File: src/rtl/m68k_bus_ctrl.sv
// 68000 asynchronous-bus slave controller: decodes the latched address into
// one-hot regions, inserts wait states, and answers with DTACK or a BERR timeout.
module m68k_bus_ctrl #(
   parameter int                        N_REGIONS   = 4,
   parameter logic [23*N_REGIONS-1:0]   REGION_BASE = '0,
   parameter logic [23*N_REGIONS-1:0]   REGION_MASK = '0,
   parameter logic [4*N_REGIONS-1:0]    REGION_WAIT = '0,
   parameter logic [N_REGIONS-1:0]      REGION_RO   = '0,
   parameter int                        BERR_CYCLES = 64
) (
   input  logic                      clk,
   input  logic                      reset,
   input  logic                      as_n,
   input  logic                      rw,
   input  logic                      uds_n,
   input  logic                      lds_n,
   input  logic [22:0]               addr,
   input  logic [N_REGIONS*16-1:0]   rdata,
   output logic [15:0]               cpu_din,
   output logic [N_REGIONS-1:0]      sel,
   output logic                      rd_stb,
   output logic                      wr_stb,
   output logic                      ub,
   output logic                      lb,
   output logic                      dtack_n,
   output logic                      berr_n
);

   localparam logic [2:0] S_IDLE    = 3'd0;
   localparam logic [2:0] S_DECODE  = 3'd1;
   localparam logic [2:0] S_WAIT    = 3'd2;
   localparam logic [2:0] S_ACK     = 3'd3;
   localparam logic [2:0] S_TIMEOUT = 3'd4;
   localparam logic [2:0] S_BERR    = 3'd5;

   logic [2:0]           state_q, state_d;
   logic [22:0]          addr_q, addr_d;
   logic                 rw_q, rw_d;
   logic                 ub_q, ub_d;
   logic                 lb_q, lb_d;
   logic [N_REGIONS-1:0] sel_q, sel_d;
   logic                 rd_stb_q, rd_stb_d;
   logic                 wr_stb_q, wr_stb_d;
   logic                 dtack_n_q, dtack_n_d;
   logic                 berr_n_q, berr_n_d;
   logic [3:0]           wait_cnt_q, wait_cnt_d;
   logic [7:0]           to_cnt_q, to_cnt_d;

   logic [N_REGIONS-1:0] hit;
   logic [N_REGIONS-1:0] hit_sel;
   logic [3:0]           hit_wait;
   logic                 hit_ro;

   // Address compare against the latched address, one comparator per region
   generate
      for (genvar gi = 0; gi < N_REGIONS; gi++) begin : g_region
         assign hit[gi] = ((addr_q & REGION_MASK[23*gi +: 23]) ==
                           (REGION_BASE[23*gi +: 23] & REGION_MASK[23*gi +: 23]));
      end
   endgenerate

   // Scan high to low so the lowest-index hit is the one left standing
   always_comb begin
      hit_sel  = '0;
      hit_wait = 4'd0;
      hit_ro   = 1'b0;
      for (int i = N_REGIONS - 1; i >= 0; i--) begin
         if (hit[i]) begin
            hit_sel    = '0;
            hit_sel[i] = 1'b1;
            hit_wait   = REGION_WAIT[4*i +: 4];
            hit_ro     = REGION_RO[i];
         end
      end
   end

   always_comb begin
      state_d    = state_q;
      addr_d     = addr_q;
      rw_d       = rw_q;
      ub_d       = ub_q;
      lb_d       = lb_q;
      sel_d      = sel_q;
      rd_stb_d   = 1'b0;
      wr_stb_d   = 1'b0;
      dtack_n_d  = dtack_n_q;
      berr_n_d   = berr_n_q;
      wait_cnt_d = wait_cnt_q;
      to_cnt_d   = to_cnt_q;
      case (state_q)
         S_IDLE: begin
            dtack_n_d = 1'b1;
            berr_n_d  = 1'b1;
            sel_d     = '0;
            if (!as_n) begin
               addr_d  = addr;
               rw_d    = rw;
               ub_d    = ~uds_n;
               lb_d    = ~lds_n;
               state_d = S_DECODE;
            end
         end
         S_DECODE: begin
            if (as_n) begin
               state_d = S_IDLE;
            end else if (|hit_sel) begin
               sel_d    = hit_sel;
               rd_stb_d = rw_q;
               wr_stb_d = ~rw_q & ~hit_ro;
               if (hit_wait == 4'd0) begin
                  dtack_n_d = 1'b0;
                  state_d   = S_ACK;
               end else begin
                  wait_cnt_d = hit_wait;
                  state_d    = S_WAIT;
               end
            end else begin
               to_cnt_d = 8'(BERR_CYCLES);
               state_d  = S_TIMEOUT;
            end
         end
         S_WAIT: begin
            if (as_n) begin
               sel_d      = '0;
               wait_cnt_d = 4'd0;
               state_d    = S_IDLE;
            end else if (wait_cnt_q == 4'd1) begin
               wait_cnt_d = 4'd0;
               dtack_n_d  = 1'b0;
               state_d    = S_ACK;
            end else begin
               wait_cnt_d = wait_cnt_q - 4'd1;
            end
         end
         S_ACK: begin
            if (as_n) begin
               dtack_n_d = 1'b1;
               sel_d     = '0;
               state_d   = S_IDLE;
            end
         end
         S_TIMEOUT: begin
            if (as_n) begin
               to_cnt_d = 8'd0;
               state_d  = S_IDLE;
            end else if (to_cnt_q == 8'd1) begin
               to_cnt_d = 8'd0;
               berr_n_d = 1'b0;
               state_d  = S_BERR;
            end else begin
               to_cnt_d = to_cnt_q - 8'd1;
            end
         end
         S_BERR: begin
            if (as_n) begin
               berr_n_d = 1'b1;
               state_d  = S_IDLE;
            end
         end
         default: begin
            dtack_n_d = 1'b1;
            berr_n_d  = 1'b1;
            sel_d     = '0;
            state_d   = S_IDLE;
         end
      endcase
   end

   always_ff @(posedge clk) begin
      if (reset) begin
         state_q    <= S_IDLE;
         addr_q     <= '0;
         rw_q       <= 1'b0;
         ub_q       <= 1'b0;
         lb_q       <= 1'b0;
         sel_q      <= '0;
         rd_stb_q   <= 1'b0;
         wr_stb_q   <= 1'b0;
         dtack_n_q  <= 1'b1;
         berr_n_q   <= 1'b1;
         wait_cnt_q <= 4'd0;
         to_cnt_q   <= 8'd0;
      end else begin
         state_q    <= state_d;
         addr_q     <= addr_d;
         rw_q       <= rw_d;
         ub_q       <= ub_d;
         lb_q       <= lb_d;
         sel_q      <= sel_d;
         rd_stb_q   <= rd_stb_d;
         wr_stb_q   <= wr_stb_d;
         dtack_n_q  <= dtack_n_d;
         berr_n_q   <= berr_n_d;
         wait_cnt_q <= wait_cnt_d;
         to_cnt_q   <= to_cnt_d;
      end
   end

   // Read mux is driven straight off the registered select
   always_comb begin
      cpu_din = 16'hFFFF;
      for (int i = 0; i < N_REGIONS; i++) begin
         if (sel_q[i]) cpu_din = rdata[16*i +: 16];
      end
   end

   assign sel     = sel_q;
   assign rd_stb  = rd_stb_q;
   assign wr_stb  = wr_stb_q;
   assign ub      = ub_q;
   assign lb      = lb_q;
   assign dtack_n = dtack_n_q;
   assign berr_n  = berr_n_q;

endmodule

File: config.mk
export PLATFORM = sky130hd
export DESIGN_NAME = m68k_bus_ctrl
export DESIGN_NICKNAME = d
export VERILOG_FILES = /design/src/rtl/m68k_bus_ctrl.sv
export SDC_FILE = /design/constraint.sdc
export NUM_CORES = 1
export LEC_CHECK = 0
export ABC_AREA = 1
export BUFFER_PORTS_ARGS = -buffer_cell sky130_fd_sc_hd__buf_4
export CORE_AREA = 2 2 62 64
export DETAILED_ROUTE_END_ITERATION = 8
export DIE_AREA = 0 0 64 66
export GPL_TIMING_DRIVEN = 1
export HOLD_SLACK_MARGIN = 0.02
export PLACE_DENSITY = 0.86
export SETUP_SLACK_MARGIN = 0.1
export SYNTH_ARGS = -nofsm -noshare
export SYNTH_HDL_FRONTEND = slang
export SYNTH_SLANG_ARGS = --single-unit
export TNS_END_PERCENT = 20
File: constraint.sdc
create_clock -name clk -period 3.7 [get_ports clk]
set_input_delay 0.37 -clock clk [delete_from_list [all_inputs] [get_ports clk]]
set_output_delay 0.37 -clock clk [all_outputs]
set_load 0.01 [all_outputs]
==> metrics.md <==
| Metric | Value |
|---|---|
| Run status | `finished, final reports clean` |
| DIE AREA | `about 4200 sq um` |
| Synth top area cells | `dfxtp_1 33%, nand2_1 15%, inv_1 7.8%, nor2_1 6.2%, a21oi_2 3.8%` |
| Count leader, synth | `nand2_1` |
| Post-synth cell types | `31` |
| P per Cell Area | `426.7 nW/um^2` |
| Drt pass-1 iters | `4` |
| Fin cells | `302` |
| Number of synthesized flops with an enable pin | `0` |
| RSZ-0062 raised after global routing | `no` |
| Antenna Nets Post-Route | `0` |
| Worst Setup End Kind | `output port` |
| Final-stage net count | `around 350` |
| Core ar. | `3551 sq um` |
| IO Pins | `about 120` |
| Total gr overflow | `0` |
| Post-placement cell count | `298` |
| Crit Path Max Fanout | `18` |
| Initial drt markers | `20` |
| Final period util | `44.90%` |
| Leak | `0.8560 nW` |
| Main synth FF type | `dfxtp_1` |
| Setup slack at placement | `about 2400 ps` |
| DR vias | `1378` |
| FP Rows | `22` |
| Minimum clock period | `1661 ps` |
| Clock transition at path regs | `120 ps` |
| Root Driver | `clkbuf_4` |
| Die Span Y | `66 um` |
| Vias in the first global route | `1178` |
| CTS resizes | `0` |
| Sink Count | `23` |
| Warnings from Yosys | `0` |
| I/O Buffers | `44` |
| Yosys reg bits | `23` |
| Number of post-CTS setup repair buffers | `0` |
| Post-Route Setup TNS | `0 ps` |
| Final setup margin | `2039 ps` |
| Die X | `roughly 64 um` |
| Ys async rst share | `0%` |
| Layout cell share with drive strength beyond 1 | `about 30%` |
| Tot GR Track Use | `14.90%` |
| First-pass GRT wire length | `5.023 mm` |
| CTS max path bufs | `2` |
| Req. time, crit path | `around 3300 ps` |
| WL/cell | `10.02 um` |
| Max_cap viols | `0` |
| Setup-failing EPs final | `0` |
| Kind of critical path | `flop to output port` |
| Critical path startpoint category | `flop` |
| Starting Density | `39.36%` |
| Total power | `0.7575 mW` |
| Worst EP arrival | `1290 ps` |
| Worst skew pair latency | `330 ps` |
| Slew Viols, Final | `0` |
| H-tree depth | `1` |
| Largest net degree at the start of global routing | `19` |
| Area growth syn-to-layout | `27.04%` |
| Detailed Route WL | `3.026 mm` |
| GPL Wtd Cong | `a little over 0.8` |
| Endpoints failing hold | `0` |
| CTS buffer count | `3` |
| Hold Path Class | `input port to flop` |
| # hold bufs at CTS | `0` |
| Clock Skews | `approximately 4.8 ps` |
| Antenna violations before repair | `0` |
| # diodes | `0` |
| Vias per std cell | `4.563` |
| DP HPWL | `2.365 mm` |
| Post-synth top area share | `32.95%` |
| Worst slew pin tran | `~530 ps` |
| Drt drc | `0` |
| VDD IR max | `0.2918 mV` |
| Register area share after synthesis | `32.95%` |
| CTS tree | `built` |
| Post-Synthesis Cells | `between 200 and 250` |
| Most instantiated cells after synthesis | `54 x nand2_1, 29 x inv_1, 23 x dfxtp_1, 23 x nor2_1, 10 x a21oi_1` |
| Rel. slew slack | `roughly 65%` |
| Cell taking the most area after synthesis | `dfxtp_1` |
| Fmax achieved | `601.9 MHz` |
| Mapped Area | `1398 sq um` |
| Avg Inst Size Synth | `6.624 sq um` |
registers in the layout, indices dropped and copies added, names as in the netlist:
register,flops
wr_stb,1
state_q,3
dtack_n,1
rd_stb,1
ub,1
wait_cnt_q,4
lb,1
berr_n,1
rw_q,1
to_cnt_q,8
sel,1
cell families after synthesis:
logic type | after synthesis | share of synthesized area, %
compound gates | 30 | 13.61
xor+xnor | 4 | 2.506
fa+ha+maj | 4 | 3.581
buf+inv | 46 | 14.14
flops | 23 | 32.95
other cells | 1 | 0.2683
simple gates | 103 | 32.94
stage by stage:
step                cell area [sq um]  hold slack (ps)  utilization [%]
finish                           1775            198.2            50.00
global route                     1775            188.4            50.00
CTS                              1775            193.3            50.00
detailed placement               1749            402.4            49.26
global placement                 1749            400.0            49.26
floorplan                        1405            392.5                -
worst max-delay path, cell delays in order (launching register included):
cell and delay, ps:
dfxtp_1 670, nand2_1 130, buf_4 160
placed cells by master, fill, tap and decap left out, types with 2 or more instances in the layout:
cell type | Yosys | final
nand2_2 | 4 | 4
dfxtp_1 | 23 | 23
a21oi_2 | 6 | 6
o21ai_1 | 3 | 3
o21ai_2 | 3 | 3
ha_1 | 4 | 4
clkbuf_4 | 0 | 3
inv_2 | 8 | 8
a21oi_1 | 10 | 10
nor2_2 | 3 | 3
inv_1 | 29 | 29
xor2_1 | 4 | 4
nor2_1 | 23 | 23
buf_4 | 3 | 44
nand2_1 | 54 | 54
conb_1 | 1 | 3
nand3_1 | 9 | 9
nand4_1 | 4 | 4
nand3_2 | 2 | 2
o21ai_0 | 5 | 5
report_power, final:
part,total [mW],internal (mW),switching [mW]
logic,0.317,0.137,0.180
registers,0.319,0.284,0.0349
clock network,0.121,0.0424,0.0790
total,0.758,0.463,0.294
path summary, 6_finish.rpt:
kind,cells past startpoint,to,startpoint,slack (ps)
min,2,lb,lds_n,200
max,2,cpu_din[8],sel[0],2040
min reg2reg,1,wr_stb,rw_q,420
max reg2reg,10,state_q[1],to_cnt_q[1],2330
per-layer routing:
layer / global-route usage [%] / vias to the layer above / routed length [um]
li1: - / 734 / -
met1: 18.20 / 607 / 1388
met2: 24.87 / 32 / 1452
met3: 2.044 / 5 / 120
met4: 8.967 / 0 / 65
met5: 0 / - / 0
cell type report:
cell class | instances | area [sq um]
multi-input combinational | 144 | 747.0
tap | 48 | 60.06
fill | 357 | 1775
clock buffer | 4 | 26.28
sequential | 23 | 460.4
timing repair buffer | 44 | 330.3
inverter | 39 | 151.4
Power figures use the tool's default switching activity.
